[src/rtl/mem_pkg.sv]
// Shared definitions for the cache-side memory buffer: memory FSM states and request-type encoding.
package mem_pkg;

    typedef enum logic [1:0] {
        MEM_IDLE,
        MEM_WR,
        MEM_RD,
        MEM_RD_WAIT
    } mem_state;

    localparam logic MEM_READ  = 1'b0;
    localparam logic MEM_WRITE = 1'b1;

    localparam int RQ_DEPTH = 2;

endpackage

[src/rtl/line_fifo.sv]
// Compacting FIFO whose storage is fully visible: entries[0] is the head, higher indices are newer.
module line_fifo #(
    parameter int WIDTH = 8,
    parameter int DEPTH = 4
) (
    input  logic                        clk,
    input  logic                        rst,
    input  logic                        push,
    input  logic [WIDTH-1:0]            push_data,
    input  logic                        pop,
    output logic                        full,
    output logic                        empty,
    output logic [DEPTH-1:0]            valid,
    output logic [DEPTH-1:0][WIDTH-1:0] entries
);

    logic [DEPTH-1:0]            valid_nxt;
    logic [DEPTH-1:0][WIDTH-1:0] entries_nxt;
    logic                        placed;

    assign full  = valid[DEPTH-1];
    assign empty = !valid[0];

    // Pop shifts everything one slot toward the head; a push then fills the lowest free slot.
    always_comb begin
        valid_nxt   = valid;
        entries_nxt = entries;
        placed      = 1'b0;
        if (pop && valid[0]) begin
            for (int i = 0; i < DEPTH - 1; i++) begin
                valid_nxt[i]   = valid[i+1];
                entries_nxt[i] = entries[i+1];
            end
            valid_nxt[DEPTH-1] = 1'b0;
        end
        if (push && !full) begin
            for (int i = 0; i < DEPTH; i++) begin
                if (!placed && !valid_nxt[i]) begin
                    valid_nxt[i]   = 1'b1;
                    entries_nxt[i] = push_data;
                    placed         = 1'b1;
                end
            end
        end
    end

    always_ff @(posedge clk or negedge rst) begin
        if (!rst) valid <= '0;
        else      valid <= valid_nxt;
    end

    always_ff @(posedge clk) begin
        entries <= entries_nxt;
    end

endmodule

[src/rtl/mem_buffer.sv]
// Cache-to-memory buffer: posted line writes, a 2-entry in-order read queue with
// write-buffer forwarding, and a single-outstanding-command memory FSM.
module mem_buffer
    import mem_pkg::*;
#(
    parameter int LINE_WIDTH = 256,
    parameter int PA_WIDTH   = 32,
    parameter int WB_DEPTH   = 4
) (
    input  logic                  clk,
    input  logic                  rst,
    input  logic                  i_req_enable,
    input  logic                  i_req_type,
    input  logic [PA_WIDTH-1:0]   i_req_addr,
    input  logic [LINE_WIDTH-1:0] i_req_data,
    output logic                  o_resp_enable,
    output logic [PA_WIDTH-1:0]   o_resp_addr,
    output logic [LINE_WIDTH-1:0] o_resp_data,
    input  logic                  i_resp_ack,
    output logic                  o_full,
    output logic                  o_overflow,
    output logic                  o_mem_valid,
    output logic                  o_mem_we,
    output logic [PA_WIDTH-1:0]   o_mem_addr,
    output logic [LINE_WIDTH-1:0] o_mem_wdata,
    input  logic                  i_mem_ready,
    input  logic                  i_mem_rvalid,
    input  logic [LINE_WIDTH-1:0] i_mem_rdata
);

    localparam int WB_WIDTH = PA_WIDTH + LINE_WIDTH;

    typedef struct packed {
        logic                  fwd;
        logic [PA_WIDTH-1:0]   addr;
        logic [LINE_WIDTH-1:0] data;
    } rq_entry_t;

    mem_state state, state_nxt;

    logic                              wb_push, wb_pop, wb_full, wb_empty;
    logic [WB_DEPTH-1:0]               wb_valid;
    logic [WB_DEPTH-1:0][WB_WIDTH-1:0] wb_entries;
    logic [PA_WIDTH-1:0]               wb_head_addr;
    logic [LINE_WIDTH-1:0]             wb_head_data;

    rq_entry_t [RQ_DEPTH-1:0] rq, rq_nxt;
    logic [RQ_DEPTH-1:0]      rq_valid, rq_valid_nxt;
    logic                     rq_push, rq_pop, rq_full;

    logic                  fwd_hit;
    logic [LINE_WIDTH-1:0] fwd_data;
    logic                  fwd_load, mem_load, drop;

    logic                  resp_valid;
    logic [PA_WIDTH-1:0]   resp_addr;
    logic [LINE_WIDTH-1:0] resp_data;
    logic                  overflow;

    assign rq_full  = rq_valid[RQ_DEPTH-1];
    assign wb_push  = i_req_enable && (i_req_type == MEM_WRITE) && !wb_full;
    assign rq_push  = i_req_enable && (i_req_type == MEM_READ) && !rq_full;
    assign drop     = i_req_enable && ((i_req_type == MEM_WRITE) ? wb_full : rq_full);
    assign wb_pop   = (state == MEM_WR) && i_mem_ready;
    assign fwd_load = rq_valid[0] && rq[0].fwd && !resp_valid;
    assign mem_load = (state == MEM_RD_WAIT) && i_mem_rvalid;
    assign rq_pop   = fwd_load || mem_load;

    assign {wb_head_addr, wb_head_data} = wb_entries[0];

    line_fifo #(
        .WIDTH (WB_WIDTH),
        .DEPTH (WB_DEPTH)
    ) u_wb (
        .clk       (clk),
        .rst       (rst),
        .push      (wb_push),
        .push_data ({i_req_addr, i_req_data}),
        .pop       (wb_pop),
        .full      (wb_full),
        .empty     (wb_empty),
        .valid     (wb_valid),
        .entries   (wb_entries)
    );

    // Later matches override earlier ones, so the newest buffered write wins.
    always_comb begin
        fwd_hit  = 1'b0;
        fwd_data = '0;
        for (int i = 0; i < WB_DEPTH; i++) begin
            if (wb_valid[i] && (wb_entries[i][WB_WIDTH-1:LINE_WIDTH] == i_req_addr)) begin
                fwd_hit  = 1'b1;
                fwd_data = wb_entries[i][LINE_WIDTH-1:0];
            end
        end
    end

    always_comb begin
        rq_valid_nxt = rq_valid;
        rq_nxt       = rq;
        if (rq_pop) begin
            rq_valid_nxt = {1'b0, rq_valid[1]};
            rq_nxt[0]    = rq[1];
        end
        if (rq_push) begin
            rq_nxt[rq_valid_nxt[0]] = '{fwd: fwd_hit, addr: i_req_addr, data: fwd_data};
            rq_valid_nxt            = {rq_valid_nxt[0], 1'b1};
        end
    end

    always_ff @(posedge clk or negedge rst) begin
        if (!rst) rq_valid <= '0;
        else      rq_valid <= rq_valid_nxt;
    end

    always_ff @(posedge clk) begin
        rq <= rq_nxt;
    end

    always_ff @(posedge clk or negedge rst) begin
        if (!rst) state <= MEM_IDLE;
        else      state <= state_nxt;
    end

    // Reads outrank writes so a miss is not stuck behind a long write drain.
    always_comb begin
        state_nxt = state;
        case (state)
            MEM_IDLE: begin
                if (rq_valid[0] && !rq[0].fwd && !resp_valid) state_nxt = MEM_RD;
                else if (!wb_empty)                           state_nxt = MEM_WR;
            end
            MEM_WR:      if (i_mem_ready)  state_nxt = MEM_IDLE;
            MEM_RD:      if (i_mem_ready)  state_nxt = MEM_RD_WAIT;
            MEM_RD_WAIT: if (i_mem_rvalid) state_nxt = MEM_IDLE;
            default:                       state_nxt = MEM_IDLE;
        endcase
    end

    always_comb begin
        o_mem_valid = 1'b0;
        o_mem_we    = 1'b0;
        o_mem_addr  = wb_head_addr;
        o_mem_wdata = wb_head_data;
        case (state)
            MEM_WR: begin
                o_mem_valid = 1'b1;
                o_mem_we    = 1'b1;
            end
            MEM_RD: begin
                o_mem_valid = 1'b1;
                o_mem_addr  = rq[0].addr;
            end
            default: ;
        endcase
    end

    always_ff @(posedge clk or negedge rst) begin
        if (!rst) begin
            resp_valid <= 1'b0;
            overflow   <= 1'b0;
        end else begin
            if (fwd_load || mem_load)         resp_valid <= 1'b1;
            else if (resp_valid && i_resp_ack) resp_valid <= 1'b0;
            if (drop) overflow <= 1'b1;
        end
    end

    always_ff @(posedge clk) begin
        if (fwd_load) begin
            resp_addr <= rq[0].addr;
            resp_data <= rq[0].data;
        end else if (mem_load) begin
            resp_addr <= rq[0].addr;
            resp_data <= i_mem_rdata;
        end
    end

    assign o_resp_enable = resp_valid;
    assign o_resp_addr   = resp_addr;
    assign o_resp_data   = resp_data;
    assign o_full        = wb_full || rq_full;
    assign o_overflow    = overflow;

endmodule

[config.mk]
export PLATFORM = sky130hd
export DESIGN_NAME = mem_buffer
export DESIGN_NICKNAME = d
export VERILOG_FILES = /design/src/rtl/mem_pkg.sv /design/src/rtl/line_fifo.sv /design/src/rtl/mem_buffer.sv
export SDC_FILE = /design/constraint.sdc
export NUM_CORES = 2
export LEC_CHECK = 0
export CAP_MARGIN = 10
export CORE_ASPECT_RATIO = 0.6
export CORE_MARGIN = 2
export CORE_UTILIZATION = 51
export CTS_BUF_LIST = sky130_fd_sc_hd__clkbuf_8
export CTS_CLUSTER_DIAMETER = 100
export DETAILED_ROUTE_END_ITERATION = 7
export HOLD_SLACK_MARGIN = 0.1
export PLACE_DENSITY = 0.77
export SLEW_MARGIN = 20
export SYNTH_ARGS = -nofsm -noshare
export SYNTH_HDL_FRONTEND = slang
export SYNTH_SLANG_ARGS = --single-unit
[constraint.sdc]
create_clock -name clk -period 18.3 [get_ports clk]
set_input_delay 3.66 -clock clk [delete_from_list [all_inputs] [get_ports clk]]
set_output_delay 3.66 -clock clk [all_outputs]
set_load 0.01 [all_outputs]
==> flow_summary.yaml <==
synthesis:
  syn_avg_cell_area_um2: 9.26
  yosys_warnings: 0
  synth_ff_type: "dfxtp_1"
  synthSimpleGateAreaFrac_pct: 17.0
  synthesis.nets: 10956
  synthMuxAreaShare_pct: 6.37
  synth_top_area_share_pct: 27.0
  synth_fa_ha_area_share_pct: 0.0520
  netlist_top_cells_area: "edfxtp_1 (27%), dfxtp_1 (24%), nand2_1 (9.9%)"
  netlist_area_mm2: 0.0963
  synth_top_family_by_area: "compound AO/OA/AOI/OAI gates"
  synthCells: 10401
  ys_seq_area_share_pct: 51.2
  synth.distinct_cells: 51
  async_flop_share_pct: 0.493
  yosys-top-cells-count: "nand2_1 (2544), dfxtp_1 (1153), nor2_1 (869)"
  synth_edf_count: 865
  synth_xor_area_share_pct: 1.19
  yosys.area.top_type: "edfxtp_1"
  yosysMostFrequentCell: "nand2_1"
  ys_seq_elements: 2028
  synth_compound_area_share_pct: 17.1
drt:
  drt_wl_total_um: 335000
  antenna_left: 0
  dr_total_vias: 85372
  drtPass1Iterations: 8
  wl_per_cell_um: 24.8
  drt_first_iter_violations: 12004
  drc_errors: 1
  via_per_inst: 6.30
sta:
  post-route-period-util_pct: 43.7
  slew_viol_final: 0
  setup_viol: 0
  period_minus_slack_ps: 8000
  relSlewSlack_pct: 19.7
  skew_ps: 79.8
  fin_setup_tns_ps: 0
  worst_pin_slew_ps: 1200
  hold_viol: 0
  fmax_mhz: 125
  worst_slack_ps: 10300
  rsz0062_at_grt: "no"
cts:
  clkTransAtPathRegs_ps: 70
  cts_buffers: 311
  cts_hold_buf: 0
  clockBufferDepth: 4
  cts_resized: 0
  clock-sinks: 2028
  h-tree-depth: 5
  insertion_delay_ps: 940
  cts_tree: "yes"
  post_cts_buffers: 0
  clockRootBuffer: "clkbuf_8"
critical_path:
  reg2reg_depth: 9
  crit_required_ps: 18920
  reg2reg_setup_slack_ps: 12810
  crit_path_top_delay_cell: "buf_4"
  crit_path_end_kind: "flop"
  max_stage_delay_ps: 930
  startpoint_type: "primary input"
  crit_arrival_ps: 8610
  crit_type: "primary input to flop"
  reg2reg_to: "u_wb.entries[91]"
  crit_fanout: 72
  r2r_start: "state[1]"
  worst_path_most_repeated_cell: "buf_4"
  worstPathCellList: "clkdlybuf4s50_1 > xor2_1 > nor4_1 > nand4_4 > buf_4 > buf_4 > buf_4 > or4_1 > o311a_1 > o31ai_2"
place:
  placed_cell_area_mm2: 0.105
  io_buffers: 1131
  place_congestion: 0.953
  dpl_worst_slack_ps: 9590
  hpwl_um: 198000
floorplanning:
  rows: 123
  die_w_um: 565
  die_h_um: 341
  core_mm2: 0.188
  io_pins: 1132
  die_area_mm2: 0.192
  start_util_pct: 51.3
power_and_ir_drop:
  seq_power_share_pct: 43.4
  power_leakage_nw: 41.3
  ir_drop_mv: 0.125
  p_switching_mw: 7.19
  power_density_mw_per_mm2: 165
  p_int_mw: 11.2
  pwr-share-comb_pct: 36.1
  clkPwrFrac_pct: 20.5
  p_sw_share_pct: 39.1
cells_and_area:
  final_core_util_pct: 59.4
  synthToLayoutAreaGrowth_pct: 15.7
  final_net_count: 11291
  post-route-cell-area_mm2: 0.111
  final_layout_size_suffix_gt1_share_pct: 9.82
hold_path:
  min_to: "o_resp_addr[24]"
  hold_path.startpoint: "rq[280]"
  worstHoldPathType: "flop to flop"
  hold_depth: 0
global_route:
  grtUsageMet2_pct: 50.0
  met3_usage_pct: 9.28
  use_met1_pct: 43.1
  top_usage_layer: "met2"
  grt_max_degree: 222
  antenna_found_initial: 73
  grt_pass1_wl_um: 498000
  gr-total-overflow: 0
  grt_pass1_vias: 80407
  grtUsageTotal_pct: 33.1
outcome:
  status: "finished, violations left"
  violations: "design-rule violations"
run:
  maxCapViolations: 0
## kinds of logic after synthesis
kind of cell,Yosys count
simple gates,3986
compound gates,2451
flops,2028
buf+inv,1227
mux,577
xor+xnor,128
fa+ha+maj,4
## cell type report
class	count	area [um^2]
Antenna cell	53	133
Clock buffer	363	5000
Clock inverter	203	1060
Fill cell	15398	76200
Inverter	5	26.3
Multi-Input combinational cell	7146	40400
Sequential cell	2028	49300
Tap cell	2500	3130
Timing Repair Buffer	1244	12400
## cells in the final DEF (no fill, tap or decap), drive strengths merged, types with 258 or more instances in the layout
| cell type | netlist | routed |
|---|---|---|
| clkdlybuf4s50 | 0 | 1131 |
| nand3 | 263 | 263 |
| mux2i | 288 | 288 |
| o21ai | 804 | 804 |
| clkbuf | 765 | 363 |
| mux2 | 289 | 289 |
| nor2 | 869 | 869 |
| nand2 | 2544 | 2544 |
| edfxtp | 865 | 865 |
| a21oi | 258 | 258 |
| dfxtp | 1153 | 1153 |
| a31oi | 865 | 865 |
## sequential cells by signal, summed over array words and instances, names as in the netlist
| register | cells |
|---|---|
| u_wb.valid | 4 |
| o_resp_enable | 1 |
| rq | 578 |
| rq_valid | 2 |
| o_resp_addr | 32 |
| state | 2 |
| o_resp_data | 256 |
| o_overflow | 1 |
| u_wb.entries | 1152 |
## power groups by stage
stage | clock (mW) | sequential, mW | combinational (mW)
after floorplan | 0 | 7.73 | 4.17
after global placement | 0 | 7.89 | 6.27
after detailed placement | 0 | 7.97 | 6.46
after CTS | 3.78 | 7.89 | 6.49
after global routing | 3.98 | 8.10 | 7.07
final | 3.77 | 7.97 | 6.63
## critical path: cells and delay by family
family | cells | cell delay [ps]
AO/OA/AOI/OAI | 2 | 300
buffers and inverters | 4 | 3270
XOR/XNOR | 1 | 640
AND/OR/NAND/NOR | 3 | 570
## how the worst max path moves through the flow
stage | from | endpoint | slack [ps] | cells past startpoint
floorplan | i_mem_rvalid | rq[289] | 960 | 6
global placement | i_mem_ready | u_wb.entries[90] | 9680 | 8
detailed placement | i_mem_ready | u_wb.entries[91] | 9590 | 8
CTS | i_mem_ready | u_wb.entries[96] | 10610 | 8
global route | i_mem_ready | u_wb.entries[88] | 10220 | 8
finish | i_req_addr[15] | rq[536] | 10300 | 10
## metal layers
| metal | wire [um] | share of wire (%) | up-vias |
|---|---|---|---|
| met1 | 129000 | 38 | 40783 |
| met2 | 149000 | 44 | 5937 |
| met4 | 16500 | 4.9 | 48 |
| met5 | 309 | 0.092 | - |
| li1 | - | - | 37594 |
| met3 | 40900 | 12 | 1010 |
## per-stage QoR
stage	power [mW]	hold slack (ps)	cells
finish	18.4	414	13542
global route	19.2	437	13532
CTS	18.2	424	13489
detailed placement	14.4	443	12923
global placement	14.2	436	12923
floorplan	11.9	424	10401
(Power assumes the default switching activity.)
